===== src/rtl/tilt_to_move_pkg.sv =====
// Shared encodings for the tilt-to-move block: movement one-hot codes and FSM states.
package tilt_to_move_pkg;

  // One-hot step codes, identical to the ones the ball engine decodes.
  localparam logic [3:0] MOVE_NONE  = 4'b0000;
  localparam logic [3:0] MOVE_UP    = 4'b0001;
  localparam logic [3:0] MOVE_DOWN  = 4'b0010;
  localparam logic [3:0] MOVE_LEFT  = 4'b0100;
  localparam logic [3:0] MOVE_RIGHT = 4'b1000;

  localparam int unsigned MAX_LEVEL = 3;

  typedef enum logic [1:0] {
    ST_IDLE  = 2'd0,
    ST_ARMED = 2'd1,
    ST_FIRE  = 2'd2
  } tilt_state_t;

endpackage


===== src/rtl/tick_prescaler.sv =====
// Divides the system clock down to a one-cycle step-timer tick.
module tick_prescaler #(
  parameter int unsigned CLK_FREQUENCY_HZ       = 100000000,
  parameter int unsigned TICK_FREQUENCY_HZ      = 1000,
  parameter int unsigned SIMULATE               = 0,
  parameter int unsigned SIMULATE_FREQUENCY_CNT = 5
) (
  input  logic clk,
  input  logic reset,
  output logic tick
);

  localparam int unsigned DIV = (SIMULATE != 0) ? SIMULATE_FREQUENCY_CNT
                                                : (CLK_FREQUENCY_HZ / TICK_FREQUENCY_HZ);
  localparam int unsigned CW  = (DIV > 1) ? $clog2(DIV) : 1;
  localparam logic [CW-1:0] LAST = CW'(DIV - 1);
  localparam logic [CW-1:0] ONE  = CW'(1);

  logic [CW-1:0] r_cnt;
  logic          r_tick;

  // Free-running divider; tick is registered so it is glitch-free and exactly one clock wide.
  always_ff @(posedge clk or negedge reset) begin
    if (!reset) begin
      r_cnt  <= '0;
      r_tick <= 1'b0;
    end else if (r_cnt == LAST) begin
      r_cnt  <= '0;
      r_tick <= 1'b1;
    end else begin
      r_cnt  <= r_cnt + ONE;
      r_tick <= 1'b0;
    end
  end

  assign tick = r_tick;

endmodule


===== src/rtl/tilt_to_move.sv =====
// Converts signed accelerometer tilt into rate-controlled one-hot step pulses for the ball engine.
module tilt_to_move
  import tilt_to_move_pkg::*;
#(
  parameter int unsigned CLK_FREQUENCY_HZ       = 100000000,
  parameter int unsigned TICK_FREQUENCY_HZ      = 1000,
  parameter int unsigned SIMULATE               = 0,
  parameter int unsigned SIMULATE_FREQUENCY_CNT = 5,
  parameter int unsigned SAMPLE_WIDTH           = 12,
  parameter int unsigned DEADZONE               = 100,
  parameter int unsigned LEVEL_SHIFT            = 7,
  parameter int unsigned BASE_PERIOD_TICKS      = 64,
  parameter int unsigned STALE_TICKS            = 250
) (
  input  logic                    clk,
  input  logic                    reset,
  input  logic [SAMPLE_WIDTH-1:0] accel_x,
  input  logic [SAMPLE_WIDTH-1:0] accel_y,
  input  logic                    sample_valid,
  output logic [3:0]              movement,
  output logic                    tilt_active,
  output logic [1:0]              speed_level
);

  localparam int unsigned W       = SAMPLE_WIDTH;
  localparam int unsigned STEP_W  = $clog2(BASE_PERIOD_TICKS + 1);
  localparam int unsigned STALE_W = $clog2(STALE_TICKS + 1);

  localparam logic [W-1:0]       MAG_MAX   = {1'b0, {(W-1){1'b1}}};
  localparam logic [W-1:0]       MOST_NEG  = {1'b1, {(W-1){1'b0}}};
  localparam logic [W-1:0]       DZ        = W'(DEADZONE);
  localparam logic [W-1:0]       LVL_CAP   = W'(MAX_LEVEL);
  localparam logic [STEP_W-1:0]  BASE      = STEP_W'(BASE_PERIOD_TICKS);
  localparam logic [STEP_W-1:0]  STEP_ONE  = STEP_W'(1);
  localparam logic [STALE_W-1:0] STALE_LIM = STALE_W'(STALE_TICKS);
  localparam logic [STALE_W-1:0] STALE_ONE = STALE_W'(1);

  // |v| with the most negative code saturating to the largest positive magnitude.
  function automatic logic [W-1:0] abs_sat(input logic [W-1:0] v);
    if (v == MOST_NEG) return MAG_MAX;
    else if (v[W-1])   return W'(-v);
    else               return v;
  endfunction

  logic [W-1:0]       r_x, r_y;
  logic [STALE_W-1:0] r_stale_cnt;
  logic [STEP_W-1:0]  r_step_cnt;
  tilt_state_t        r_state;
  logic [3:0]         r_movement;
  logic               r_tilt_active;
  logic [1:0]         r_speed_level;

  logic               w_tick;
  logic [W-1:0]       w_mag_x, w_mag_y, w_dom_mag, w_excess, w_steps;
  logic               w_x_dom, w_tilt, w_stale;
  logic [3:0]         w_dir;
  logic [1:0]         w_level;
  logic [STEP_W-1:0]  w_period, w_step_next;

  tick_prescaler #(
    .CLK_FREQUENCY_HZ      (CLK_FREQUENCY_HZ),
    .TICK_FREQUENCY_HZ     (TICK_FREQUENCY_HZ),
    .SIMULATE              (SIMULATE),
    .SIMULATE_FREQUENCY_CNT(SIMULATE_FREQUENCY_CNT)
  ) u_tick (
    .clk  (clk),
    .reset(reset),
    .tick (w_tick)
  );

  // Latch the raw samples; everything downstream is derived from these registers,
  // so direction and level follow one cycle after the strobe.
  always_ff @(posedge clk or negedge reset) begin
    if (!reset) begin
      r_x <= '0;
      r_y <= '0;
    end else if (sample_valid) begin
      r_x <= accel_x;
      r_y <= accel_y;
    end
  end

  // Dominant axis, dead-zone, direction, speed level and step period from the latched samples.
  always_comb begin
    w_mag_x   = abs_sat(r_x);
    w_mag_y   = abs_sat(r_y);
    w_x_dom   = (w_mag_x >= w_mag_y);
    w_dom_mag = w_x_dom ? w_mag_x : w_mag_y;
    w_tilt    = (w_dom_mag > DZ);
    if (w_x_dom) w_dir = r_x[W-1] ? MOVE_LEFT : MOVE_RIGHT;
    else         w_dir = r_y[W-1] ? MOVE_DOWN : MOVE_UP;
    w_excess    = w_tilt ? (w_dom_mag - DZ) : '0;
    w_steps     = w_excess >> LEVEL_SHIFT;
    w_level     = (w_steps > LVL_CAP) ? 2'(MAX_LEVEL) : w_steps[1:0];
    w_period    = BASE >> w_level;
    w_step_next = r_step_cnt + STEP_ONE;
    w_stale     = (r_stale_cnt == STALE_LIM);
  end

  // Ticks since the last sample strobe, saturating at the stale limit.
  always_ff @(posedge clk or negedge reset) begin
    if (!reset) begin
      r_stale_cnt <= '0;
    end else if (sample_valid) begin
      r_stale_cnt <= '0;
    end else if (w_tick && !w_stale) begin
      r_stale_cnt <= r_stale_cnt + STALE_ONE;
    end
  end

  // Step FSM with registered outputs. The compare uses step_cnt+1 on a tick so a
  // pulse lands exactly one period of ticks after arming or after the previous pulse,
  // and an already-exceeded shorter period fires on the very next tick.
  always_ff @(posedge clk or negedge reset) begin
    if (!reset) begin
      r_state       <= ST_IDLE;
      r_step_cnt    <= '0;
      r_movement    <= MOVE_NONE;
      r_tilt_active <= 1'b0;
      r_speed_level <= 2'd0;
    end else begin
      case (r_state)
        ST_IDLE: begin
          r_step_cnt <= '0;
          r_movement <= MOVE_NONE;
          if (w_tilt && !w_stale) begin
            r_state       <= ST_ARMED;
            r_tilt_active <= 1'b1;
            r_speed_level <= w_level;
          end
        end
        ST_ARMED: begin
          if (!w_tilt || w_stale) begin
            r_state       <= ST_IDLE;
            r_step_cnt    <= '0;
            r_movement    <= MOVE_NONE;
            r_tilt_active <= 1'b0;
            r_speed_level <= 2'd0;
          end else begin
            r_speed_level <= w_level;
            if (w_tick) begin
              if (w_step_next >= w_period) begin
                r_state    <= ST_FIRE;
                r_movement <= w_dir;
                r_step_cnt <= '0;
              end else begin
                r_step_cnt <= w_step_next;
              end
            end
          end
        end
        ST_FIRE: begin
          r_movement <= MOVE_NONE;
          r_step_cnt <= '0;
          if (!w_tilt || w_stale) begin
            r_state       <= ST_IDLE;
            r_tilt_active <= 1'b0;
            r_speed_level <= 2'd0;
          end else begin
            r_state       <= ST_ARMED;
            r_speed_level <= w_level;
          end
        end
        default: begin
          r_state       <= ST_IDLE;
          r_step_cnt    <= '0;
          r_movement    <= MOVE_NONE;
          r_tilt_active <= 1'b0;
          r_speed_level <= 2'd0;
        end
      endcase
    end
  end

  assign movement    = r_movement;
  assign tilt_active = r_tilt_active;
  assign speed_level = r_speed_level;

endmodule

===== config.mk =====
export PLATFORM = sky130hd
export DESIGN_NAME = tilt_to_move
export DESIGN_NICKNAME = d
export VERILOG_FILES = /design/src/rtl/tilt_to_move_pkg.sv /design/src/rtl/tick_prescaler.sv /design/src/rtl/tilt_to_move.sv
export SDC_FILE = /design/constraint.sdc
export NUM_CORES = 1
export LEC_CHECK = 0
export CAP_MARGIN = 20
export CORE_AREA = 3 3 98 100
export DETAILED_ROUTE_END_ITERATION = 8
export DIE_AREA = 0 0 101 103
export PLACE_DENSITY = 0.75
export SYNTH_ARGS = -nofsm -noshare
export SYNTH_HDL_FRONTEND = slang
export SYNTH_SLANG_ARGS = --single-unit

===== constraint.sdc =====
create_clock -name clk -period 11.1 [get_ports clk]
set_input_delay 2.22 -clock clk [delete_from_list [all_inputs] [get_ports clk]]
set_output_delay 2.22 -clock clk [all_outputs]
set_load 0.1 [all_outputs]

==> results of run 1 <==
-- final cells by class --
| type | instances | area, µm² | share of cell area, % |
|---|---|---|---|
| clock buffer | 9 | 124 | 2.49 |
| clock inverter | 7 | 106 | 2.14 |
| tap | 108 | 135 | 2.72 |
| multi-input combinational | 368 | 2520 | 50.7 |
| timing repair buffer | 36 | 348 | 7.00 |
| inverter | 22 | 82.6 | 1.66 |
| sequential | 66 | 1650 | 33.3 |
-- cell usage after synthesis, types with 4 or more instances --
cell | instances | area [µm²]
nand2b_1 | 4 | 25.0
nand2_1 | 45 | 169
and3_1 | 5 | 31.3
nand4_1 | 6 | 37.5
clkbuf_1 | 17 | 63.8
ha_1 | 25 | 313
or3_1 | 7 | 43.8
a31oi_1 | 4 | 25.0
nor3_1 | 12 | 60.1
inv_1 | 22 | 82.6
nor2b_1 | 5 | 31.3
nor2_1 | 47 | 176
mux2_2 | 18 | 203
a21oi_1 | 21 | 105
dfrtp_1 | 66 | 1650
mux2i_1 | 7 | 70.1
o21ai_0 | 20 | 100
nand3_1 | 30 | 150
o21a_1 | 5 | 37.5
xor2_1 | 14 | 123
xnor2_1 | 22 | 193
-- per-layer routing --
metal	routed length, µm	part of all wire (%)	vias up
met3	399	4.3	14
met2	4590	50	56
met1	4070	44	1745
li1	-	-	1777
met5	0	0	-
met4	148	1.6	0
-- power groups by stage --
stage	sequential, mW	combinational (mW)	clock (mW)
2_1_floorplan	0.351	0.172	0
3_3_place_gp	0.294	0.295	0
3_5_place_dp	0.294	0.301	0
4_1_cts	0.290	0.303	0.246
5_1_grt	0.295	0.329	0.256
6_report	0.290	0.302	0.238
-- worst max-delay path, cell delays in order (launching register included) --
cell and delay, ps:
dfrtp_1 430, inv_1 90, ha_1 270, or4b_1 610
nor2_1 200, nand3_1 250, and2_1 290, inv_1 70
ha_1 230, nand3_1 100, nor2_1 50, a2111oi_0 500
o221ai_2 210, a31oi_4 400, mux2_2 390, o211ai_1 220
nand3_1 110, ha_1 290, o21ai_0 70, nand2b_1 70
a21oi_1 460, o21a_1 390, nor3_1 110, a22oi_1 150
nor2_1 60
-- kinds of logic (layout without fill, tap and decap cells) --
family / Yosys count / after routing / share of synthesized area [%]
flip-flops: 66 / 66 / 38.0
multiplexers: 27 / 27 / 6.88
XOR/XNOR: 36 / 36 / 7.25
buffers and inverters: 45 / 74 / 4.11
AND/OR/NAND/NOR: 187 / 187 / 21.3
AO/OA/AOI/OAI: 93 / 93 / 15.3
adder cells (fa/ha/maj): 25 / 25 / 7.19
-- layout by cell type (no fill, tap or decap), types with 3 or more instances in the layout --
cell	Yosys	final
nor4b_1	3	3
nor2_1	47	47
and2_1	3	3
nor2b_1	5	5
mux2i_1	7	7
o2bb2ai_1	3	3
nor4_1	3	3
o21ai_0	20	20
or2_2	3	3
ha_1	25	25
a31oi_1	4	4
a21oi_1	21	21
buf_4	0	3
xnor2_1	22	22
o32a_1	3	3
nand4b_1	3	3
nand2b_1	4	4
dfrtp_1	66	66
nand3_1	30	30
nand4_1	6	6
clkbuf_8	0	9
and3_1	5	5
nor3_1	12	12
clkdlybuf4s50_1	0	32
a41oi_1	3	3
inv_6	0	4
inv_1	22	22
o22ai_1	3	3
xor2_1	14	14
o211ai_1	3	3
nand2_1	45	45
o21a_1	5	5
mux2_2	18	18
or3_1	7	7
-- how the worst max path moves through the flow --
stage	start	to	slack, ps	cells past startpoint
2_1_floorplan	r_x[3]	movement[2]	5610	25
3_3_place_gp	r_x[0]	movement[2]	5190	24
3_5_place_dp	r_x[0]	movement[3]	4980	24
4_1_cts	r_x[0]	movement[2]	4950	24
5_1_grt	r_x[0]	movement[2]	4220	24
6_report	r_x[0]	movement[2]	4920	24
-- flip-flops by register name (all words and copies together), names as in the netlist, 2 cells and up --
register and cells:
r_step_cnt 7, r_state 2, movement 4, speed_level 2, r_y 12, u_tick.r_cnt 17, r_stale_cnt 8, r_x 12
-- per-stage QoR --
step	util (%)	instances	hold slack (ps)	worst slack [ps]	power [mW]
6_report	56.7	616	478	4920	0.830
2_1_floorplan	-	479	452	5610	0.523
3_5_place_dp	54.0	600	472	4980	0.596
4_1_cts	56.7	616	484	4950	0.839
5_1_grt	56.7	616	503	4220	0.880
3_3_place_gp	54.0	600	468	5190	0.589
==> results.txt, run 1 <==
The logs give 162 MHz for the highest achievable clock rate and 479 for the synthesized netlist cell count. The number of flops mapped to enable cells by yosys is 0, and the total global routing track utilization is 19.0%. The worst register-to-register path begins at r_x[0]. The effective utilization at floorplan was 49.6%; the worst-case reg-to-reg path depth was 24. The later pin in the worst-skew pair is clocked with a latency of 350 ps. The run finished with clean final reports. For the flop-to-flop setup slack, the log shows 4920 ps. The type of origin of the critical path was a flop. Entering global routing, the biggest net connects 67 pins. The peak-usage layer in the global routing report was met2. The number of clock buffers added by TritonCTS is 9. The number of hold buffers added after CTS was 0. Input and output buffers added on the ports amount to 33. The floorplan step defined a die boundary enclosing 0.0104 mm². Summed over all layers, the global routing overflow is 0. The tools report the overall via count from detail_route as 3592. 0 antenna diodes ended up in the layout. The total iterations of the first detailed-routing run came out at 4. The synthesized design contains 66 register bits. The synthesized net count was 531; the sum of negative setup slack was 0 ps.

The via density per instance is 5.83, and the sequential element share of the synthesized area is 38.0%. Max-cap violations in this run came to 0. The data required time of the worst path came out at 11300 ps.

The startpoint identified for the worst hold timing path is u_tick.r_cnt[0]. The run gives 7.88 ps as the largest clock skew in the final design. After floorplanning, the core was divided into 34 placement rows. The worst-case hold path end point was u_tick.r_cnt[0]. The met1 layer usage reported by global route came out at 23.3%.

The area growth from synthesis to final layout came out at 14.2%. Once detailed placement completed, the half-perimeter wirelength came to 6600 µm. The cell depth of the worst min-delay path was 1; the share of final-layout standard cells stronger than drive strength 1 was 9.45%. Chip height: 103 µm. Setup repair after global routing left no endpoint under its margin.

The maximum fanout along the worst path is 10, and the layout filler cell count is 786. The post-CTS setup buffer count was 0. The placed cell area came out at 0.00474 mm².

In this run the power density over the cells is 167 mW/mm². The min-delay analysis places its worst path in the category reg -> reg. The smallest clock period supported by the final layout is computed as 6180 ps. For this run, global-route usage on met3 was measured as 4.87%.

Headroom to the max-slew limit came out at 28.3%. The region available for standard cell placement spans 0.00876 mm². The tree built by TritonCTS fans out to 66 sinks. The run gives 3564 as the number of global-route vias before repair.

The net switching power of the design is 0.323 mW, and the H-tree depth reported by CTS is 3. In this run the cell area of the synthesized design comes to 0.00435 mm². For this run, design rule violations remaining after detail routing come to 0. The hold violation total from the final report was 0. The average routed wire per standard cell works out to 14.9 µm. The tools report the clock tree root buffer cell as clkbuf_8.

For this run, asynchronously set or reset flops after synthesis account for 100%. After the first detailed-routing iteration, the DRC count stood at 147. The arrival time at the worst endpoint is 6380 ps. The final critical-path share of the clock period was 55.6%. Endpoint of the lowest-slack register-to-register path: movement[2]. The number of nets in the final layout was 555; the final-report max-slew violation count was 0.

After routing the design area is 0.00497 mm². VDD sags by at most 0.0967 mV. The critical path is of the reg -> reg type. Yosys printed 0 warnings. The number of gates resized after CTS was 0.

The tools report the number of setup violations in the final report as 0. The horizontal extent of the die is 101 µm. The slew of the pin with the lowest slew margin is 1050 ps, and the clock-pin slew of the registers on the worst-case setup and hold paths is 80 ps. Registers are responsible for 34.9% of the overall power. For this design the static power due to leakage is 2.11 nW.

The share of total power dissipated in the clock network is 28.7%. For this run, the leading register cell type out of synthesis is dfrtp_1. Per report_power, the combinational group accounts for 36.4% of the total. At the end of routability-driven placement, the weighted congestion stood at 0.946.

In this run the deepest clock path goes through 2 buffers. The fraction of power spent switching nets was 38.9%. Counting distinct cell types in the post-synthesis netlist gives 65.

Met2 track demand over resource in global routing: 32.5%. 34 I/O pins were placed. Type of destination of the critical path: a flop.

Wires add up to 9210 µm. Averaged over all synthesized cells, the footprint is 9.08 µm². The first global-routing pass estimated 16000 µm of wire. Count of nets left with antenna violations after detail routing: 0.

TritonCTS built the clock tree. The tools report the initial antenna violation count as 0. Cell internal power was estimated by the tool at 0.507 mW.
Power figures use the tool's default switching activity.
==> inputs of run 2 (changes only) <==
PLACE_DENSITY = 0.77   (was 0.75)
clock period = 4.9 ns   (was 11.1 ns; I/O delays follow)
==> results.txt, run 2 (same netlist as run 1, synthesis figures left out) <==
The flow ran to the end, but the final reports show violations. The checks that failed: setup timing. For the overall via count from detail_route, the log shows 3779. Wires add up to 10100 µm. The logs give 63.1% for the final design utilization and 0 for the initial antenna violation count. Global routing used 19.5% of the available tracks. Setup repair after global routing could not meet its margin everywhere.

Arrival time at the worst endpoint: 5150 ps. The root buffer cell chosen for the clock tree is clkbuf_8. The first-pass GRT wire length was 16400 µm. In the layout the commonest cells are dfrtp_1, nor2_1, nand2_1.

Leaving out fill and tap cells, the most frequent cell in the layout is dfrtp_1. In the final routed layout, each cell accounts on average for 15.4 µm. The final critical-path share of the clock period is 100%. Traced cell by cell, the critical path runs through inv_2 > ha_4 > or4b_4 > buf_6 > o41ai_4 > ha_4 > a21o_1 > a2111oi_4 > o221ai_2 > a31oi_4 > mux2_4 > o211ai_1 > nand3_1 > ha_1 > o21ai_1 > nand2b_1 > a21oi_4 > o21a_4 > mux2_4 > a21o_1. In this run the worst path has a maximum fanout of 6. Detailed placement finished with a half-perimeter wire length of 6750 µm.

For this run, the top clock speed supported by timing is 204 MHz. For the pin with the worst max-slew slack, the measured transition is 984 ps. The number of antenna diodes in the final layout is 0. The largest registers in the layout are u_tick.r_cnt x17, r_x x12, r_y x12. The number of flip-flops in the largest register is 17. The cell row count is 34, and the count of maximum capacitance violations is 0. The number of setup violations in the final report was 1; the floorplan die area was 0.0104 mm².

STA classifies the critical path startpoint as a flop. In the routed design, unresolved DRC markers number 0. Entering global routing, the biggest net connects 67 pins. The final-report max-slew violation count was 0; the power per unit of standard cell area was 364 mW/mm². Clock skew on the completed layout was measured at 10.0 ps. The data required time of the worst path is 5140 ps, and the deepest clock path buffer count is 2.

The area growth from synthesis to final layout is 27.2%, and the routability congestion estimate is 0.869. VDD sags by at most 0.175 mV. For this run, the slowest stage of the critical path takes 510 ps. The hold violation total from the final report is 0, and the number of global-route vias before repair is 3578. The horizontal extent of the die works out to 101 µm. Input and output buffers added on the ports amount to 33.

In this run the static leakage power is 2.35 nW. The effective utilization at floorplan is 49.6%. The worst hold path class was reg -> reg. Of the cells placed in the final design, the portion with a size suffix greater than 1 is 23.4%. During I/O placement, the number of pins put on the boundary was 34.

After global routing the overflow that remains totals 0. The tightest hold path in the finished design has a slack of 491 ps. Clock-pin slew was measured on the worst setup and hold paths at 80 ps. The tightest slew margin relative to the limit came out at 34.2%. The setup slack after layout is -11.3 ps.

On the critical path, the stage with the largest delay is an instance of or4b_4. Counting the fill cells in the layout gives 695. For the finished layout, the period the worst path requires is 4910 ps. For the count of nets left with antenna violations after detail routing, the log shows 0.

In this run the number of H-tree levels came out at 3. The logs give 598 for the number of nets in the final layout and 9 for the CTS buffer count. The critical path is of the reg -> reg type.

TritonCTS built the clock tree. The worst setup path is captured at a flop. The pre-antenna-repair detailed-routing pass consisted of 6 iterations. In the routed layout, each cell is associated on average with a via count of 5.73. The region available for standard cell placement spans 0.00876 mm². The tools report the initial detailed-routing violation count as 156. Buffers inserted to repair hold after CTS numbered 0. For the worst-skew pair, the clock arrives at the later sink with an insertion delay of 350 ps. For the CTS sink count, the log shows 66.

In the final timing run, aggregate negative setup slack is -11.3 ps. The register with the most flip-flops in the final layout is u_tick.r_cnt. In this run the vertical extent of the chip is 103 µm.
-- run 2: worst max-delay path: cells and delay by family (launching register included) --
family                     cells  cell delay (ps)
AOI/OAI and AO/OA             10             2120
and+or+nand+nor                3              740
muxes                          2              620
DFF                            1              400
buffers and inverters          2              240
adders and majority gates      3              690
-- run 2: final timing paths --
path                            slack [ps]              end  cells after the start            start
min in group asynchronous              800           r_y[3]                      2            reset
worst max register to register         -10       r_state[0]                     20           r_y[1]
worst max-delay path                   -10       r_state[0]                     20           r_y[1]
worst min register to register         490  u_tick.r_cnt[0]                      1  u_tick.r_cnt[0]
worst min-delay path                   490  u_tick.r_cnt[0]                      1  u_tick.r_cnt[0]
max in group asynchronous             3530           r_x[6]                      2            reset
-- run 2: metal layers --
metal | up-vias | GRT usage (%) | part of all wire, %
met3 | 11 | 3.92 | 5.0
li1 | 1860 | - | -
met5 | - | 0 | 0
met1 | 1795 | 25.7 | 45
met2 | 113 | 32.4 | 49
met4 | 0 | 6.13 | 1.0
-- run 2: final cells by class --
cell class	instances	area (µm²)	area share (%)
multi-input combinational	369	2770	50.2
sequential	66	1650	29.9
timing repair buffer	78	671	12.1
tap	108	135	2.44
clock buffer	9	124	2.24
clock inverter	7	92.6	1.67
inverter	22	82.6	1.49
-- run 2: report_power, final --
group	internal, mW	total (mW)	switching, mW
Clock	0.286	0.509	0.223
Combinational	0.360	0.859	0.499
Sequential	0.595	0.647	0.0522
-- run 2: per-stage QoR --
| step | cell area (µm²) | total power, mW | setup WS [ps] | instances |
|---|---|---|---|---|
| after floorplan | 4420 | 1.21 | 5.42 | 479 |
| after global placement | 4960 | 1.39 | -66.2 | 622 |
| after detailed placement | 4960 | 1.40 | -283 | 622 |
| after CTS | 5280 | 1.94 | 0.113 | 643 |
| after global routing | 5530 | 2.12 | -157 | 659 |
| final | 5530 | 2.02 | -11.3 | 659 |
-- run 2: what timing repair did --
item / 4_1_cts / 5_1_grt
setup buffers: 5 / 15
gates resized for setup: 13 / 29
cloned: 0 / 1
endpoints found under the setup margin: 13 / 13
pin swaps: 4 / 24
